==> config.mk <==
export PLATFORM = sky130hd
export DESIGN_NAME = cpp_internal_double_to_bool_hyst_array_flat
export DESIGN_NICKNAME = d
export VERILOG_FILES = /design/src/rtl/cpp_internal_double_to_bool_hyst_array_if.sv /design/src/rtl/cpp_internal_double_to_bool_hyst_array.sv /design/src/flat_wrapper.sv
export SDC_FILE = /design/constraint.sdc
export NUM_CORES = 1
export LEC_CHECK = 0
export BUFFER_PORTS_ARGS = -buffer_cell sky130_fd_sc_hd__buf_2
export CAP_MARGIN = 20
export CORE_MARGIN = 10
export CORE_UTILIZATION = 42
export DETAILED_ROUTE_END_ITERATION = 12
export PLACE_DENSITY = 0.84
export SLEW_MARGIN = 20
export SYNTH_ARGS = -nofsm -noshare
export SYNTH_HDL_FRONTEND = slang
export SYNTH_SLANG_ARGS = --single-unit
==> constraint.sdc <==
create_clock -name clk -period 3.4 [get_ports clk]
set_input_delay 0.68 -clock clk [delete_from_list [all_inputs] [get_ports clk]]
set_output_delay 0.68 -clock clk [all_outputs]
set_load 0.02 [all_outputs]
==> src/rtl/cpp_internal_double_to_bool_hyst_array_if.sv <==
// Bus bundle for the multi-channel double-to-bool hysteresis converter.
interface cpp_internal_double_to_bool_hyst_array_if #(
  parameter int NCH = 4
);
  logic [64*NCH-1:0] in;
  logic              update_in;
  logic [NCH-1:0]    out;
  logic              update_out;
  logic [NCH-1:0]    rise;
  logic [NCH-1:0]    fall;

  modport master (output in, update_in, input out, update_out, rise, fall);
  modport slave  (input in, update_in, output out, update_out, rise, fall);
endinterface

==> src/rtl/cpp_internal_double_to_bool_hyst_array.sv <==
// Multi-channel IEEE-754 double -> bool converter with hysteresis and debounce.
// Each channel is one lane instance; the top detects update-toggle events.

module cpp_internal_double_to_bool_hyst_lane #(
  parameter logic [63:0] HI_BITS  = 64'h0,
  parameter logic [63:0] LO_BITS  = 64'h0,
  parameter int          DEBOUNCE = 1,
  parameter bit          INIT_OUT = 1'b0,
  parameter int          CW       = 1
) (
  input  logic        clk,
  input  logic        rst_n,
  input  logic        ev,
  input  logic [63:0] v,
  output logic        out_q,
  output logic        rise_q,
  output logic        fall_q
);
  // Map a double onto an unsigned key whose order matches numeric order.
  // Both zeros share one key so -0.0 compares equal to +0.0.
  function automatic logic [63:0] fkey(input logic [63:0] x);
    if (x[62:0] == 63'd0) fkey = 64'h8000_0000_0000_0000;
    else if (x[63])       fkey = ~x;
    else                  fkey = x | 64'h8000_0000_0000_0000;
  endfunction

  logic          is_nan, gt_hi, le_lo, qual;
  logic [CW:0]   cnt_inc;
  logic [CW-1:0] cnt_q, cnt_d;
  logic          out_d, rise_d, fall_d;

  // Threshold compares; a NaN input fails both so it never qualifies.
  always_comb begin
    is_nan  = (v[62:52] == 11'h7FF) && (v[51:0] != 52'd0);
    gt_hi   = !is_nan && (fkey(v) > fkey(HI_BITS));
    le_lo   = !is_nan && !(fkey(v) > fkey(LO_BITS));
    qual    = out_q ? le_lo : gt_hi;
    cnt_inc = {1'b0, cnt_q} + 1'b1;
  end

  // Debounce: flip after DEBOUNCE consecutive qualifying events.
  always_comb begin
    out_d  = out_q;
    cnt_d  = cnt_q;
    rise_d = 1'b0;
    fall_d = 1'b0;
    if (ev) begin
      if (!qual) begin
        cnt_d = '0;
      end else if (cnt_inc == (CW+1)'(DEBOUNCE)) begin
        out_d  = ~out_q;
        cnt_d  = '0;
        rise_d = ~out_q;
        fall_d = out_q;
      end else begin
        cnt_d = cnt_inc[CW-1:0];
      end
    end
  end

  // Lane state registers.
  always_ff @(posedge clk) begin
    if (!rst_n) begin
      out_q  <= INIT_OUT;
      cnt_q  <= '0;
      rise_q <= 1'b0;
      fall_q <= 1'b0;
    end else begin
      out_q  <= out_d;
      cnt_q  <= cnt_d;
      rise_q <= rise_d;
      fall_q <= fall_d;
    end
  end
endmodule

module cpp_internal_double_to_bool_hyst_array #(
  parameter int  NCH       = 4,
  parameter real THRESH_HI = 0.01,
  parameter real THRESH_LO = 0.01,
  parameter int  DEBOUNCE  = 1,
  parameter bit  INIT_OUT  = 1'b0
) (
  input  logic clk,
  input  logic rst_n,
  cpp_internal_double_to_bool_hyst_array_if.slave bus
);
  localparam int          CW      = $clog2(DEBOUNCE + 1);
  localparam logic [63:0] HI_BITS = $realtobits(THRESH_HI);
  localparam logic [63:0] LO_BITS = $realtobits(THRESH_LO);

  if (THRESH_LO > THRESH_HI) begin : g_bad_thresh
    $error("THRESH_LO must not exceed THRESH_HI");
  end
  if (DEBOUNCE < 1) begin : g_bad_deb
    $error("DEBOUNCE must be >= 1");
  end
  if (NCH < 1) begin : g_bad_nch
    $error("NCH must be >= 1");
  end

  logic upd_q, upd_d, update_out_q, update_out_d, ev;

  // Any level change of the toggle is one update event.
  always_comb begin
    ev           = bus.update_in != upd_q;
    upd_d        = bus.update_in;
    update_out_d = bus.update_in;
  end

  // Reset loads the live toggle level so no event fires right after reset.
  always_ff @(posedge clk) begin
    if (!rst_n) begin
      upd_q        <= bus.update_in;
      update_out_q <= bus.update_in;
    end else begin
      upd_q        <= upd_d;
      update_out_q <= update_out_d;
    end
  end

  assign bus.update_out = update_out_q;

  for (genvar k = 0; k < NCH; k++) begin : g_lane
    cpp_internal_double_to_bool_hyst_lane #(
      .HI_BITS (HI_BITS),
      .LO_BITS (LO_BITS),
      .DEBOUNCE(DEBOUNCE),
      .INIT_OUT(INIT_OUT),
      .CW      (CW)
    ) u_lane (
      .clk   (clk),
      .rst_n (rst_n),
      .ev    (ev),
      .v     (bus.in[64*k +: 64]),
      .out_q (bus.out[k]),
      .rise_q(bus.rise[k]),
      .fall_q(bus.fall[k])
    );
  end
endmodule

==> src/flat_wrapper.sv <==
// flat-port wrapper written by rule: the top's interface ports become plain ports
module cpp_internal_double_to_bool_hyst_array_flat 
#(
  parameter int  NCH       = 4,
  parameter real THRESH_HI = 0.01,
  parameter real THRESH_LO = 0.01,
  parameter int  DEBOUNCE  = 1,
  parameter bit  INIT_OUT  = 1'b0
)
  (clk, rst_n, bus_in, bus_update_in, bus_out, bus_update_out, bus_rise, bus_fall);
  cpp_internal_double_to_bool_hyst_array_if #(.NCH(NCH)) bus_i ();
  input  logic clk;
  input  logic rst_n;
  input wire logic [$bits(bus_i.in)-1:0] bus_in;
  input wire logic [$bits(bus_i.update_in)-1:0] bus_update_in;
  output wire logic [$bits(bus_i.out)-1:0] bus_out;
  output wire logic [$bits(bus_i.update_out)-1:0] bus_update_out;
  output wire logic [$bits(bus_i.rise)-1:0] bus_rise;
  output wire logic [$bits(bus_i.fall)-1:0] bus_fall;
  assign bus_i.in = bus_in;
  assign bus_i.update_in = bus_update_in;
  assign bus_out = bus_i.out;
  assign bus_update_out = bus_i.update_out;
  assign bus_rise = bus_i.rise;
  assign bus_fall = bus_i.fall;
  cpp_internal_double_to_bool_hyst_array #(.NCH(NCH), .THRESH_HI(THRESH_HI), .THRESH_LO(THRESH_LO), .DEBOUNCE(DEBOUNCE), .INIT_OUT(INIT_OUT)) u_core (.clk(clk), .rst_n(rst_n), .bus(bus_i));
endmodule
==> results of run 1 <==
cell type report:
| class | instances | area share [%] |
|---|---|---|
| clock buffer | 3 | 0.838 |
| clock inverter | 1 | 0.102 |
| inverter | 10 | 0.762 |
| multi-input combinational | 477 | 62.7 |
| sequential | 13 | 5.28 |
| tap | 105 | 2.67 |
| timing repair buffer | 272 | 27.7 |
metal layers:
metal | share of wire [%] | global-route usage, % | vias up
met5 | 0 | 0 | -
met4 | 1.7 | 5.74 | 0
met3 | 8.7 | 5.74 | 29
met2 | 51 | 43.9 | 316
met1 | 38 | 26.2 | 2615
li1 | - | - | 2725
logic make-up (layout without fill, tap and decap cells):
family,after synthesis,after routing,synth area share [%]
flops,13,13,7.35
buf+inv,36,286,5.37
xor+xnor,3,3,0.742
mux,7,7,2.09
compound gates,140,140,29.4
simple gates,327,327,55.0
cell usage after synthesis (5+ instances only):
| cell | number | area share [%] |
|---|---|---|
| o31ai_1 | 6 | 1.3 |
| dfxtp_1 | 13 | 7.4 |
| and2_1 | 7 | 1.2 |
| o21a_1 | 5 | 1.1 |
| nand4_1 | 41 | 7.2 |
| nor2_1 | 35 | 3.7 |
| nand3_1 | 26 | 3.7 |
| a21oi_1 | 16 | 2.3 |
| o22ai_1 | 10 | 1.8 |
| nor4_1 | 52 | 9.2 |
| a211o_1 | 6 | 1.5 |
| and4_1 | 13 | 3.2 |
| buf_4 | 12 | 2.5 |
| clkbuf_1 | 9 | 0.95 |
| or4_1 | 10 | 2.1 |
| nor2b_1 | 5 | 0.88 |
| a211oi_1 | 8 | 1.7 |
| a31oi_1 | 11 | 1.9 |
| inv_1 | 9 | 0.95 |
| nor3_1 | 38 | 5.4 |
| o21ai_0 | 14 | 2.0 |
| o31a_1 | 5 | 1.2 |
| o211ai_1 | 5 | 1.1 |
| nor4b_1 | 7 | 1.7 |
| or2_2 | 7 | 1.2 |
| or3_1 | 5 | 0.88 |
| and3_1 | 8 | 1.4 |
| nand2_1 | 37 | 3.9 |
| nand4b_1 | 8 | 2.0 |
cells in the final DEF, fill, tap and decap left out, drive strengths merged, types with 16 or more instances in the layout:
cell type	n
nor2	35
o21ai	17
nand2	37
a21oi	16
nand4	41
nor4	53
buf	272
nor3	38
nand3	27
per-stage QoR:
step / utilization (%) / instance area, um2 / std cells / total power, uW / hold WS [ps]
after floorplan: - / 3540 / 526 / 341 / 432
after global placement: 59.4 / 4880 / 877 / 584 / 447
after detailed placement: 59.4 / 4880 / 877 / 603 / 452
after CTS: 60.0 / 4930 / 881 / 743 / 460
after global routing: 60.0 / 4930 / 881 / 801 / 489
final: 60.0 / 4930 / 881 / 745 / 457
critical path: stages:
cell and delay (ps):
buf_2 110, or4_1 570, o32ai_2 300, o21ai_2 110
or4_2 670, mux2_2 310, o31ai_2 70, and3_1 180
worst max path at each step:
stage                                          end  slack [ps]
floorplan            u_core.g_lane[2].u_lane.out_q         580
global placement     u_core.g_lane[2].u_lane.out_q         390
detailed placement  u_core.g_lane[2].u_lane.fall_q         360
CTS                 u_core.g_lane[2].u_lane.fall_q         600
global route        u_core.g_lane[2].u_lane.fall_q         490
finish              u_core.g_lane[2].u_lane.fall_q         590
sequential cells by signal (all words and copies together) (netlist names):
name and count:
u_core.g_lane.u_lane.out_q 4, u_core.upd_q 1, u_core.g_lane.u_lane.rise_q 4, u_core.g_lane.u_lane.fall_q 4
power by group:
group / internal, uW / switching, uW
combinational: 198 / 249
clock: 80.8 / 54.6
sequential: 159 / 3.72
total: 438 / 307
==> results.cfg, run 1 <==
[worst_setup_path]
cp.required_ps = 3590
cp-end-kind = register
critPathLaunch = bus_in[161]
r2r-end = u_core.g_lane[3].u_lane.out_q
crit_arrival_ps = 3000
rrSetupSlack_ps = 1790
start_kind = primary input
r2r_start = u_core.upd_q
worstPathMaxFanout = 3
reg2reg_depth = 3
worst-setup-path-type = in2reg

[global_route]
grt_pass1_wl_um = 26100
track_usage_pct = 23.7
grt_pass1_vias = 5603
antenna_found_initial = 0
grt_max_degree = 34
grt-ovfl-total = 0

[cts]
htreeDepth = 1
clock-sinks = 13
cts_hold_buffers = 0
cts_tree = done
cts_made_buffers = 3
cts.path.max_buffers = 2
clk_latency_ps = 240
cts.clk_slew.worst_paths_ps = 60
clock-root-buffer = clkbuf_8
ctsResizeCount = 0
cts.repair_timing.setup_buffer_count = 0

[final_layout]
layout-drive-gt1-share_pct = 38.5
multi_input_area_um2 = 3090
fin_nets = 1036
insertedDiodeCount = 0
syn_to_final_growth_pct = 39.2
regArea_um2 = 260
fillers = 786

[placement]
port_buffers = 271
dp_slack_ps = 360
gp_congestion = 0.929
hpwl_um = 14600

[synth]
synth_area_um2 = 3540
ys_seq_area_share_pct = 7.35
synth_cell_type_count = 81
synth_nets = 785
synth_edf_count = 0
async_reset_ff_share_pct = 0
syn_avg_cell_area_um2 = 6.73
synth_cells = 526
ys.warnings.count = 0
ys_ff_latch = 13
synth_ff_type = dfxtp_1

[timing]
fin_ws_ps = 585
tightest_slew_ps = 665
fin_tns_setup_ps = 0
fin_skew_ps = 6.17
min_period_over_period_pct = 82.8
rsz0062_at_grt = no
post-route-min-period_ps = 2810
fmax_mhz = 355
drv_slew = 0
relSlewSlack_pct = 55.3
hold_viol_final = 0
setup_violations = 0

[power_and_ir_drop]
power_density_nw_per_um2 = 151
ir_drop_v = 0.0000730
p_leak_uw = 0.00204

[floorplanning]
start_util_pct = 43.1
dieWidth_um = 112
io_pins = 272
num_rows = 33
fp.dieH_um = 112
die_area_um2 = 12500
core_region_area_um2 = 8220

[drt]
ant_nets = 0
drt_wl_total_um = 16800
vias = 5685
wl_per_cell_um = 19.1
drc_errors = 0
drt-initial-drc-count = 403
drt-vias-per-instance = 6.45
firstDrtPassIters = 5

[min_path]
holdPathEnd = u_core.g_lane[1].u_lane.rise_q
min_path_cells = 1
worstHoldPathType = reg2reg
hp-start = u_core.g_lane[1].u_lane.out_q

[run_status]
status = completed

[run]
cap_viol_max_count = 0
No activity file was read; power rests on OpenSTA's default activity.
==> inputs of run 2 (changes only) <==
Settings changed: CORE_UTILIZATION 42 to 38, PLACE_DENSITY 0.84 to 0.8.
Clock period 3.4 ns to 2.5 ns, I/O delays scaled along.
==> run 2 against run 1 <==
Flip-flop and latch count unchanged. Combinational power up 41%. Worst hold slack worse by 72 ps. Critical path type unchanged. Power up 39%. Count of clock-buffer cells in the layout up 1. Non-clock buffer count up 31.
==> results.cfg, run 2 (synthesis results as in run 1) <==
[global_route]
track_usage_pct = 22.7
grt_pass1_wl_um = 25700
antenna_found_initial = 3
grt-ovfl-total = 0
grt_max_degree = 21
grt_pass1_vias = 5574

[timing]
setup_violations = 0
drv_slew = 0
fin_tns_setup_ps = 0
fmax_mhz = 414
fin_skew_ps = 1.01
fin_ws_ps = 85.3
relSlewSlack_pct = 55.4
post-route-min-period_ps = 2410
tightest_slew_ps = 667
hold_viol_final = 0
min_period_over_period_pct = 96.6
rsz0062_at_grt = yes

[power_and_ir_drop]
p_int_uw = 622
total_power_uw = 1040
pwr-share-clk_pct = 17.8
power_density_nw_per_um2 = 199
ir_drop_v = 0.000112
p_leak_uw = 0.00220
seqPwrFrac_pct = 21.4
p_switching_uw = 416
power.share.switching_pct = 40.1
p_comb_share_pct = 60.8

[min_path]
worstHoldPathType = in2reg

[worst_setup_path]
slowest_stage = or4_4
start_kind = primary input
crit_arrival_ps = 2600
crit_path_cell_trace = buf_2, or4_4, o32ai_4, o21ai_2, or4_4, mux2_4, o31ai_2, and3_1
worst-setup-path-type = in2reg
path_common_cell = or4_4
cp_slowest_stage_delay_ps = 550
worstPathMaxFanout = 2
rrSetupSlack_ps = 870
cp.required_ps = 2680
crit_buf_inv = 1
cp-end-kind = register
path_delay_family = simple AND/OR/NAND/NOR gates

[final_layout]
layout-drive-gt1-share_pct = 41.1
fin_nets = 1067
final_common_cell = buf_2
syn_to_final_growth_pct = 47.3
final_cell_mix = buf_2 (270), nor4_1 (51), nand4_1 (41)
top_regs = u_core.g_lane.u_lane.fall_q: 4 flops, u_core.g_lane.u_lane.out_q: 4 flops, u_core.g_lane.u_lane.rise_q: 4 flops

[placement]
port_buffers = 271
gp_congestion = 0.968
dp_slack_ps = -203
hpwl_um = 14900

[cts]
cts_made_buffers = 3
cts.clk_slew.worst_paths_ps = 60
clock-root-buffer = clkbuf_8
htreeDepth = 1
cts.path.max_buffers = 2
cts_tree = done
clk_latency_ps = 240
cts_hold_buffers = 0
clock-sinks = 13

[drt]
ant_nets = 0
drt-initial-drc-count = 436
firstDrtPassIters = 7
drt-vias-per-instance = 6.13
vias = 5650
drc_errors = 0
wl_per_cell_um = 18.3
drt_wl_total_um = 16900

[floorplanning]
io_pins = 272
start_util_pct = 38.7
core_region_area_um2 = 9150
dieWidth_um = 117
num_rows = 35
fp.dieH_um = 117
die_area_um2 = 13600

[run]
cap_viol_max_count = 0

[run_status]
status = completed
[run 2: cell count changes in the layout (fill, tap and decap cells not counted), sizes merged]
cell    delta
buf       +31
clkbuf     +1
clkinv     -1
diode      +3
[run 2: power groups by stage]
stage	logic [uW]	registers (uW)	clock network (uW)
2_1_floorplan	241	225	0
3_3_place_gp	609	226	0
3_5_place_dp	619	226	0
4_1_cts	621	221	196
5_1_grt	694	223	204
6_report	631	222	185
[run 2: layout make-up]
class / count / area [um2]
Multi-Input combinational cell: 477 / 3120
Inverter: 10 / 37.5
Tap cell: 111 / 139
Timing Repair Buffer: 303 / 1600
Sequential cell: 13 / 260
Clock buffer: 4 / 45.0
Antenna cell: 3 / 7.51
Fill cell: 933 / 3940
[run 2: path summary, 6_finish.rpt]
check	from	end	cells after the start
worst min register to register	u_core.g_lane[3].u_lane.out_q	u_core.g_lane[3].u_lane.fall_q	2
worst max register to register	u_core.upd_q	u_core.g_lane[3].u_lane.out_q	3
worst min-delay path	bus_update_in	u_core.upd_q	1
worst max-delay path	bus_in[164]	u_core.g_lane[2].u_lane.fall_q	8
[run 2: what timing repair did]
action / in CTS / in global routing
gates resized for setup: 0 / 3
setup endpoints to repair: 0 / 3
buffers inserted: 0 / 1
[run 2: per-layer routing]
layer  wire (um)  vias up  share of wire [%]  global-route usage, %
met5           0        -                  0                      0
met4         282        0                1.7                   7.51
met3        2170       24                 13                   7.40
met2        8190      307                 48                   40.8
met1        6250     2541                 37                   24.4
li1            -     2778                  -                      -
[run 2: per-stage QoR]
stage | hold slack [ps] | utilization (%) | std cells | instance area, um2
after global routing | 380 | 57.0 | 921 | 5210
after CTS | 377 | 56.6 | 917 | 5180
after detailed placement | 455 | 56.1 | 913 | 5140
after global placement | 453 | 56.1 | 913 | 5140
final | 386 | 57.0 | 921 | 5210
after floorplan | 432 | - | 526 | 3560
[run 2: worst reg2reg max path: stages, from the launching register on]
cell and delay [ps]:
dfxtp_1 340, xor2_1 550, o31ai_1 260, o41ai_1 380
